===== src/rtl/sync_pkg.sv =====
// Shared constants, types and parameter-legality helpers for the
// synchroniser/filter bank.
package sync_pkg;

  localparam int DEF_WIDTH      = 4;
  localparam int DEF_STAGES     = 2;
  localparam int DEF_FILTER_CNT = 4;

  // Per-channel registered outputs, bundled so the bank can index them.
  typedef struct packed {
    logic data;
    logic rise;
    logic fall;
  } chan_out_t;

  // Stability counter width: must hold 0..FILTER_CNT.
  function automatic int cnt_w(input int filter_cnt);
    return (filter_cnt < 1) ? 1 : $clog2(filter_cnt + 1);
  endfunction

  // Legal configuration: at least one channel, two sync flops, one filter cycle.
  function automatic bit params_ok(input int width, input int stages,
                                   input int filter_cnt);
    return (width >= 1) && (stages >= 2) && (filter_cnt >= 1);
  endfunction

endpackage


===== src/rtl/sync_filter_chan.sv =====
// One channel: STAGES-deep synchroniser chain, stability filter and
// registered rise/fall strobes. o_upd flags the edge on which the filtered
// level will change, so the bank can register its combined change strobe
// in the same cycle as the per-channel pulses.
module sync_filter_chan
  import sync_pkg::*;
#(
  parameter int   STAGES     = DEF_STAGES,
  parameter int   FILTER_CNT = DEF_FILTER_CNT,
  parameter logic RST_BIT    = 1'b0
) (
  input  logic      i_clk,
  input  logic      i_rst,
  input  logic      i_async,
  output chan_out_t o_chan,
  output logic      o_upd
);

  localparam int             CW       = cnt_w(FILTER_CNT);
  localparam logic [CW-1:0]  CNT_LAST = CW'(FILTER_CNT - 1);

  logic [STAGES-1:0] chain;
  logic              s;
  logic [CW-1:0]     cnt;
  logic              data;
  logic              rise;
  logic              fall;

  // Last flop of the chain is the first one considered metastability-safe.
  assign s = chain[STAGES-1];

  // The level moves once s has disagreed with it for FILTER_CNT edges in a row.
  assign o_upd = (s != data) && (cnt == CNT_LAST);

  // Synchroniser chain: shift the raw input in at the low end.
  always_ff @(posedge i_clk) begin
    if (!i_rst) chain <= {STAGES{RST_BIT}};
    else        chain <= {chain[STAGES-2:0], i_async};
  end

  // Stability filter and edge strobes; any return to the held level restarts the count.
  always_ff @(posedge i_clk) begin
    if (!i_rst) begin
      cnt  <= '0;
      data <= RST_BIT;
      rise <= 1'b0;
      fall <= 1'b0;
    end else begin
      rise <= o_upd &  s;
      fall <= o_upd & ~s;
      if (s == data) begin
        cnt <= '0;
      end else if (o_upd) begin
        data <= s;
        cnt  <= '0;
      end else begin
        cnt <= cnt + 1'b1;
      end
    end
  end

  assign o_chan = '{data: data, rise: rise, fall: fall};

endmodule


===== src/rtl/sync_filter_bank.sv =====
// Multi-channel synchroniser bank: WIDTH independent channels, each with a
// flop chain, debounce filter and one-cycle edge strobes, plus a registered
// "any channel changed" strobe. Bits are synchronised individually; a
// multi-bit value crossing here is not coherent across channels.
module sync_filter_bank
  import sync_pkg::*;
#(
  parameter int               WIDTH      = DEF_WIDTH,
  parameter int               STAGES     = DEF_STAGES,
  parameter int               FILTER_CNT = DEF_FILTER_CNT,
  parameter logic [WIDTH-1:0] RST_VAL    = '0
) (
  input  logic             i_clk,
  input  logic             i_rst,
  input  logic [WIDTH-1:0] i_async_data,
  output logic [WIDTH-1:0] o_data,
  output logic [WIDTH-1:0] o_rise,
  output logic [WIDTH-1:0] o_fall,
  output logic             o_change
);

  // Reject illegal configurations at elaboration.
  if (!params_ok(WIDTH, STAGES, FILTER_CNT)) begin : g_bad_params
    $error("sync_filter_bank: need WIDTH>=1, STAGES>=2, FILTER_CNT>=1");
  end

  chan_out_t [WIDTH-1:0] chan;
  logic      [WIDTH-1:0] upd;

  for (genvar g = 0; g < WIDTH; g++) begin : g_chan
    sync_filter_chan #(
      .STAGES     (STAGES),
      .FILTER_CNT (FILTER_CNT),
      .RST_BIT    (RST_VAL[g])
    ) u_chan (
      .i_clk   (i_clk),
      .i_rst   (i_rst),
      .i_async (i_async_data[g]),
      .o_chan  (chan[g]),
      .o_upd   (upd[g])
    );
    assign o_data[g] = chan[g].data;
    assign o_rise[g] = chan[g].rise;
    assign o_fall[g] = chan[g].fall;
  end

  // Registered from the update flags so it lines up with the per-channel pulses.
  always_ff @(posedge i_clk) begin
    if (!i_rst) o_change <= 1'b0;
    else        o_change <= |upd;
  end

endmodule


===== config.mk =====
export PLATFORM = sky130hd
export DESIGN_NAME = sync_filter_bank
export DESIGN_NICKNAME = d
export VERILOG_FILES = /design/src/rtl/sync_pkg.sv /design/src/rtl/sync_filter_chan.sv /design/src/rtl/sync_filter_bank.sv
export SDC_FILE = /design/constraint.sdc
export NUM_CORES = 1
export LEC_CHECK = 0
export ABC_AREA = 0
export BUFFER_PORTS_ARGS = -buffer_cell sky130_fd_sc_hd__buf_2
export CORE_MARGIN = 8
export CORE_UTILIZATION = 30
export CTS_CLUSTER_SIZE = 16
export DETAILED_ROUTE_END_ITERATION = 10
export MAX_ROUTING_LAYER = met4
export SLEW_MARGIN = 30
export SYNTH_ARGS = -nofsm -noshare
export SYNTH_HDL_FRONTEND = slang
export SYNTH_HIERARCHICAL = 1
export SYNTH_SLANG_ARGS = --single-unit

===== constraint.sdc =====
create_clock -name i_clk -period 1.7 [get_ports i_clk]
set_input_delay 0.425 -clock i_clk [delete_from_list [all_inputs] [get_ports i_clk]]
set_output_delay 0.425 -clock i_clk [all_outputs]
set_load 0.05 [all_outputs]

* Yosys cells after proc, flatten, opt, wreduce, memory -nomap -nowiden *
Cells that the tools add are included.

cells by class
  bitwise logic cells = 17
  equal/unequal tests = 12
  reductions and logical operators = 13
  add/subtract/negate cells = 4

operators with widths
  cell                 count
  $add 3x1->3 const B  4
  $eq 3x2->1 const B   4
  $reduce_or 3->1      4
  $not 1->1            9
  $and 1x1->1          8
  $reduce_and 2->1     4
  $eq 1x1->1           4
  $logic_and 1x1->1    4
  $ne 1x1->1           4
  $reduce_or 4->1      1

word-level totals
  flip-flop bits (word level) = 33
  bits of input ports = 6
  output and inout bits = 13

* Logic depth before layout (Yosys ltp) *
Gate-level depths: netlist of the first run.

  depth in word-level cells = 3
  gate-level depth with buffers = 4
  gate-level depth less buffers = 4

* Hierarchy *
Netlist of the first run, hierarchy kept.

modules (own cells, without submodules)
  module            seq. area each (µm²)  area an instance (µm²)  instances  cells an instance
  sync_filter_chan  160.2                 302.8                   4          27
  sync_filter_bank  20.0                  31.3                    1          2

* Worst setup path before layout of the first run *
OpenSTA, ideal clock, no wires.

  kind = register to register
  start point = register g_chan[1].u_chan.cnt[0]
  end point = register o_change
  buffers on the path = 0
  setup slack = 0.274 ns
  period minus slack after synthesis = 1.426 ns
  arrival = 1.301 ns
  cell stages (with the launch flop) = 5
  required time = 1.575 ns
  cells stage by stage = dfxtp_1 -> ha_1 -> ha_1 -> and2b_2 -> o41a_1

on the way
  longest elaborated chain between the ends = 3

RTL lines
  element                   line                    RTL
  start: declaration        sync_filter_chan.sv:24  logic [CW-1:0] cnt;
  start signal: assignment  sync_filter_chan.sv:57  cnt <= cnt + 1'b1;
  $eq 3x2->1                sync_filter_chan.sv:33  assign o_upd = (s != data) && (cnt == CNT_LAST);
  $logic_and 1x1->1         sync_filter_chan.sv:33
  net upd[1]                sync_filter_bank.sv:28  logic [WIDTH-1:0] upd;
  $reduce_or 4->1           sync_filter_bank.sv:50  else o_change <= |upd;
  end signal: assignment    sync_filter_bank.sv:50
  end: declaration          sync_filter_bank.sv:19  output logic o_change

The timed path passes the listed nets, and every way through them passes these cells.
A chain may end at the register's enable or synchronous reset.

* Worst setup path in the final report of the first run *
Ends and elaborated chain as after synthesis.

==> results by group, run 1 <==
Drt
  – Vias per cell: 4.345
  – TritonRoute pass-1 iters: 2
  – Initial DRC Count: 27
  – Via count: 756
  – Antenna Nets Post-Route: 0
  – Remaining DRCs: 0
  – Final WL: 1.874 mm
  – Drt wl/cell: 10.77 µm

Finish
  – Reg area: 660.6 µm²
  – Nets: 137
  – Fin cells: 174
  – Fill count: 408
  – Diodes inserted: 0
  – Commonest non-fill, non-tap cell in the layout: dfxtp_1
  – Most frequent cells in the layout: 33 x dfxtp_1, 18 x buf_2
  – Multi-input gate area: 476.7 µm²
  – Layout cells sized above 1: 23.39%
  – Area Growth Syn to Fin: 11.68%

STA
  – Worst Max-Slew Pin Slew: 0.3993 ns
  – Clk_skew: 0.003685 ns
  – Fin. max-slew vios: 0
  – Final worst-path cycle share: 88.26%
  – Total negative slack: 0 ns
  – Final setup viols: 0
  – Endpoints failing hold: 0
  – Unrepaired setup endpoints after global routing: no
  – Fmax: 0.6665 GHz
  – Relative slew slack: 73.38%
  – Min Hold Slack: 0.3454 ns
  – Min cycle time layout: 1.500 ns

Logic synthesis
  – Post-synthesis sequential area ratio: 53.17%
  – Dominant cell type by area after synthesis: dfxtp_1
  – Synth Warn #: 6
  – Synthesis-stage register bit count: 33
  – Post-Synthesis Cell Area: 0.001242 mm²
  – Post-synth top area share: 53.17%
  – Syn_area_per_cell: 11.29 µm²
  – Synth unique cells: 14
  – Net Count, Synth: 124
  – Mapped Cells: 110
  – Top cells by area, synth: dfxtp_1 53%, ha_1 8.1%, buf_4 7.3%, nor4b_1 5.6%, nor3b_1 4.8%

Outcome
  – Status: finished, final reports clean

Worst setup path
  – Crit start category: flop
  – Crit-path max FO: 6
  – Worst endpoint required time: 1.87 ns
  – CP endpoint kind: flop
  – Arr. time, crit path: 1.67 ns
  – CP Class: flop to flop

Floorplanning
  – Die area: 0.006457 mm²
  – Total core area: 0.004000 mm²
  – IO Count: 19
  – Site Rows: 23
  – Die extent in y: 80.36 µm
  – Die Width: 80.36 µm
  – Starting density of the core: 31.06%

Clock network
  – CTS buffer count: 5
  – Postcts setup bufs: 0
  – # resized after CTS: 0
  – Root Driver: clkbuf_8
  – H-tree Lvls: 2
  – CTS Sinks: 33
  – Maximum root-to-sink buffer count: 2
  – Clock-pin slew on the worst setup and hold paths: 0.06 ns
  – Worst skew pair latency: 0.28 ns
  – CTS Hold Buffers Added: 0
  – CTS tree: built

Global route
  – All-Layer GR Usage: 6.662%
  – First-pass GRT wire length: 3.132 mm
  – Initial antenna violation count: 0
  – Largest net degree at the start of global routing: 30
  – Total gr overflow: 0
  – Vias in the first global route: 773

Place
  – Placed Cells: 166
  – Detail Placement HPWL: 1.362 mm
  – PortBufs: 18
  – Placer congestion estimate: 0.7057

Worst hold path
  – Hold WC Path Type: primary input to flop

Power and ir drop
  – VDD IR-drop max: 460.0 µV
  – Power per Cell Area: 993.1 mW/mm²
  – Lkg Pwr: 0.5521 nW

Job
  – Max Cap Viol: 0
==> cells in the mapped netlist <==
cell type  number
and2_1          8
ha_1            8
mux2i_1         4
and2b_2         4
nor2b_1         4
nor4b_1         8
inv_1           4
buf_4          12
dfxtp_1        33
o41a_1          1
nand2_1         8
nor3b_1         8
nor3_1          4
xnor2_1         4
==> state kept, by name (all words and copies together) (netlist names) <==
signal and flops:
g_chan.u_chan/cnt 12, g_chan.u_chan/rise 4, g_chan.u_chan/data 4, g_chan.u_chan/fall 4
o_change 1, g_chan.u_chan/chain 8
==> final timing paths <==
path	endpoint	depth (start not counted)	slack, ns	from
max	o_change	4	0.20	g_chan[1].u_chan/cnt[0]
min	g_chan[2].u_chan/chain[0]	2	0.35	i_async_data[2]
max reg2reg	o_change	4	0.20	g_chan[1].u_chan/cnt[0]
min reg2reg	g_chan[2].u_chan/cnt[0]	1	0.43	g_chan[2].u_chan/cnt[0]
==> layout make-up <==
class / instances / share of cell area, %
clock buffers: 6 / 5.230
multi-input cells: 61 / 34.36
repair buffers: 18 / 6.492
clock inverters: 2 / 0.7214
inverters: 4 / 1.082
well taps: 50 / 4.509
flip-flops and latches: 33 / 47.61
==> layer usage <==
| layer | vias up | track usage, % | routed length, µm |
|---|---|---|---|
| li1 | 383 | - | - |
| met1 | 350 | 5.836 | 827 |
| met2 | 17 | 10.59 | 864 |
| met3 | 6 | 3.683 | 130 |
| met4 | 0 | 4.909 | 53 |
| met5 | - | - | 0 |
==> critical path, cell delays in order, from the launching register on <==
cell,delay [ns]
dfxtp_1,0.32
ha_1,0.20
ha_1,0.25
and2b_2,0.22
o41a_1,0.40
==> cell families after synthesis <==
kind of cell	Yosys count	share of synthesized area [%]
AND/OR/NAND/NOR	44	23.36
flip-flops	33	53.17
buffers and inverters	16	8.459
adder cells (fa/ha/maj)	8	8.057
XOR/XNOR	4	2.819
multiplexers	4	3.223
AO/OA/AOI/OAI	1	0.9063
==> through the flow <==
step	total power, mW	setup slack, ns	util, %	cell area [µm²]
after global placement	0.8415	0.2476	32.62	1305
after global routing	1.445	0.1615	34.69	1388
final	1.378	0.1995	34.69	1388
after detailed placement	0.8437	0.2117	32.62	1305
after floorplan	0.8268	0.2743	-	1242
after CTS	1.404	0.2029	34.69	1388
==> power breakdown <==
part	leakage [nW]	switching (mW)	internal (mW)
registers	0.268	0.00634	0.785
clock network	0.0450	0.269	0.283
logic	0.239	0.0157	0.0185
total	0.552	0.291	1.09
(Power assumes the default switching activity.)
==> inputs of run 2 (changes only) <==
==> constraint.sdc (replaced) <==
create_clock -name i_clk -period 1.7 [get_ports i_clk]
set_input_delay 0.085 -clock i_clk [delete_from_list [all_inputs] [get_ports i_clk]]
set_output_delay 0.085 -clock i_clk [all_outputs]
set_load 0.05 [all_outputs]
==> results by group, run 2 (synthesized netlist as in run 1, its figures left out) <==
Worst setup path
  – Worst path slowest cell: o41a_1
  – CP Class: flop to flop
  – CP dominant cell by count: ha_1
  – Reg2Reg Depth: 4 (unchanged)
  – CP endpoint kind: flop
  – Largest stage delay on the critical path: 0.40 ns (about the same)
  – Crit-path cells: ha_1 > ha_1 > and2b_2 > o41a_1
  – Crit-path max FO: 6 (unchanged)
  – FF-to-FF setup slack: 0.20 ns (about the same)
  – Worst R2R Start: g_chan[1].u_chan/cnt[0]
  – Reg2reg end: o_change
  – Arr. time, crit path: 1.67 ns (about the same)
  – Crit start category: flop
  – Worst endpoint required time: 1.87 ns (about the same)

STA
  – Clk_skew: 0.003704 ns (+0.00001901 ns)
  – Min cycle time layout: 1.500 ns (unchanged)
  – Fmax: 0.6665 GHz (unchanged)
  – Endpoints failing hold: 0 (unchanged)
  – Unrepaired setup endpoints after global routing: no
  – Final worst-path cycle share: 88.26% (unchanged)
  – Final setup viols: 0 (unchanged)
  – Worst Max-Slew Pin Slew: 0.3994 ns (+0.00002515 ns)
  – Relative slew slack: 73.38% (about the same)
  – Total negative slack: 0 ns (unchanged)
  – Fin. max-slew vios: 0 (unchanged)

Finish
  – Register with the most flip-flops: g_chan.u_chan/cnt
  – Max reg flops: 12 (unchanged)
  – Layout cells sized above 1: 22.83% (-0.55 points)
  – Commonest non-fill, non-tap cell in the layout: dfxtp_1
  – Top flop regs: g_chan.u_chan/cnt (12), g_chan.u_chan/chain (8)
  – Most frequent cells in the layout: 33 x dfxtp_1, 18 x buf_2
  – Area Growth Syn to Fin: 14.10%
  – Nets: 140 (+2.2%)
  – Diodes inserted: 0 (unchanged)

Worst hold path
  – Hold path depth: 2 (unchanged)
  – Worst hold endpoint: g_chan[0].u_chan/chain[0]
  – Hold path startpoint: i_async_data[0]
  – Hold WC Path Type: primary input to flop

Job
  – Max Cap Viol: 0 (unchanged)

Floorplanning
  – Die extent in y: 80.36 µm (unchanged)
  – Total core area: 0.004000 mm² (unchanged)
  – Die Width: 80.36 µm (unchanged)
  – Starting density of the core: 31.06% (unchanged)
  – Site Rows: 23 (unchanged)
  – Die area: 0.006457 mm² (unchanged)
  – IO Count: 19 (unchanged)

Outcome
  – Status: finished, final reports clean

Clock network
  – Worst skew pair latency: 0.28 ns (about the same)
  – Root Driver: clkbuf_8
  – H-tree Lvls: 2 (unchanged)
  – Clock-pin slew on the worst setup and hold paths: 0.06 ns (about the same)
  – CTS Sinks: 33 (unchanged)
  – Maximum root-to-sink buffer count: 2 (unchanged)
  – Postcts setup bufs: 0 (unchanged)
  – CTS buffer count: 5 (unchanged)
  – CTS tree: built

Power and ir drop
  – Power per Cell Area: 975.7 mW/mm² (-1.7%)
  – Lkg Pwr: 0.5646 nW (+2.3%)
  – Total power draw: 1.383 mW (+0.38%)
  – VDD IR-drop max: 468.0 µV (+1.7%)

Global route
  – All-Layer GR Usage: 6.662% (unchanged)
  – Vias in the first global route: 780 (+0.91%)
  – Largest net degree at the start of global routing: 30 (unchanged)
  – Total gr overflow: 0 (unchanged)
  – Initial antenna violation count: 0 (unchanged)
  – First-pass GRT wire length: 3.132 mm (unchanged)

Drt
  – TritonRoute pass-1 iters: 2 (unchanged)
  – Antenna Nets Post-Route: 0 (unchanged)
  – Vias per cell: 4.316 (-0.65%)
  – Drt wl/cell: 10.68 µm (-0.80%)
  – Final WL: 1.891 mm (+0.91%)
  – Initial DRC Count: 23 (-15%)
  – Via count: 764 (+1.1%)
  – Remaining DRCs: 0 (unchanged)

Place
  – Detail Placement HPWL: 1.362 mm (unchanged)
  – Placer congestion estimate: 0.7057 (unchanged)
  – PortBufs: 18 (unchanged)
-- run 2: area by class of cell --
type,instances,area [µm²]
Clock buffer,6,72.57
Clock inverter,2,10.01
Fill cell,405,2582
Inverter,4,15.01
Multi-Input combinational cell,61,476.7
Sequential cell,33,660.6
Tap cell,50,62.56
Timing Repair Buffer,21,120.1
-- run 2: worst max-delay path by stage --
stage | from | to | slack [ns]
CTS | g_chan[0].u_chan/cnt[0] | o_change | 0.20
detailed placement | g_chan[1].u_chan/cnt[0] | o_change | 0.21
floorplan | g_chan[1].u_chan/cnt[0] | o_change | 0.27
global placement | g_chan[1].u_chan/cnt[0] | o_change | 0.25
global route | g_chan[1].u_chan/cnt[0] | o_change | 0.16
finish | g_chan[1].u_chan/cnt[0] | o_change | 0.20
-- run 2: power by group --
group / internal [mW] / total, mW / leakage [nW] / switching (mW)
Clock: 0.283 / 0.552 / 0.0450 / 0.269
Combinational: 0.0229 / 0.0393 / 0.252 / 0.0164
Sequential: 0.785 / 0.791 / 0.268 / 0.00635
Total: 1.09 / 1.38 / 0.565 / 0.292
-- run 2: stage by stage --
stage | hold WS [ns] | instance area [µm²] | cells | util, % | worst slack [ns]
global placement | 0.2893 | 1305 | 166 | 32.62 | 0.2476
finish | 0.01323 | 1418 | 177 | 35.44 | 0.1995
floorplan | 0.2033 | 1242 | 110 | - | 0.2743
detailed placement | 0.2955 | 1305 | 166 | 32.62 | 0.2117
CTS | 0.002148 | 1418 | 177 | 35.44 | 0.2029
global route | 0.01527 | 1418 | 177 | 35.44 | 0.1615
-- run 2: routing by layer --
layer / wire length, µm / vias up / track usage, %
met5: 0 / - / -
met3: 130 / 6 / 3.683
met2: 869 / 17 / 10.59
met1: 838 / 352 / 5.836
met4: 53 / 0 / 4.909
li1: - / 389 / -
-- run 2: critical path: cells and delay by family (launching register included) --
family	cells	cell delay (ns)
adders and majority gates	2	0.45
AOI/OAI and AO/OA	1	0.40
DFF	1	0.32
and+or+nand+nor	1	0.22
-- run 2: timing repair --
item	4_1_cts	5_1_grt
gates resized for setup	0	0
endpoints found under the hold margin	3	0
hold buffers	3	0
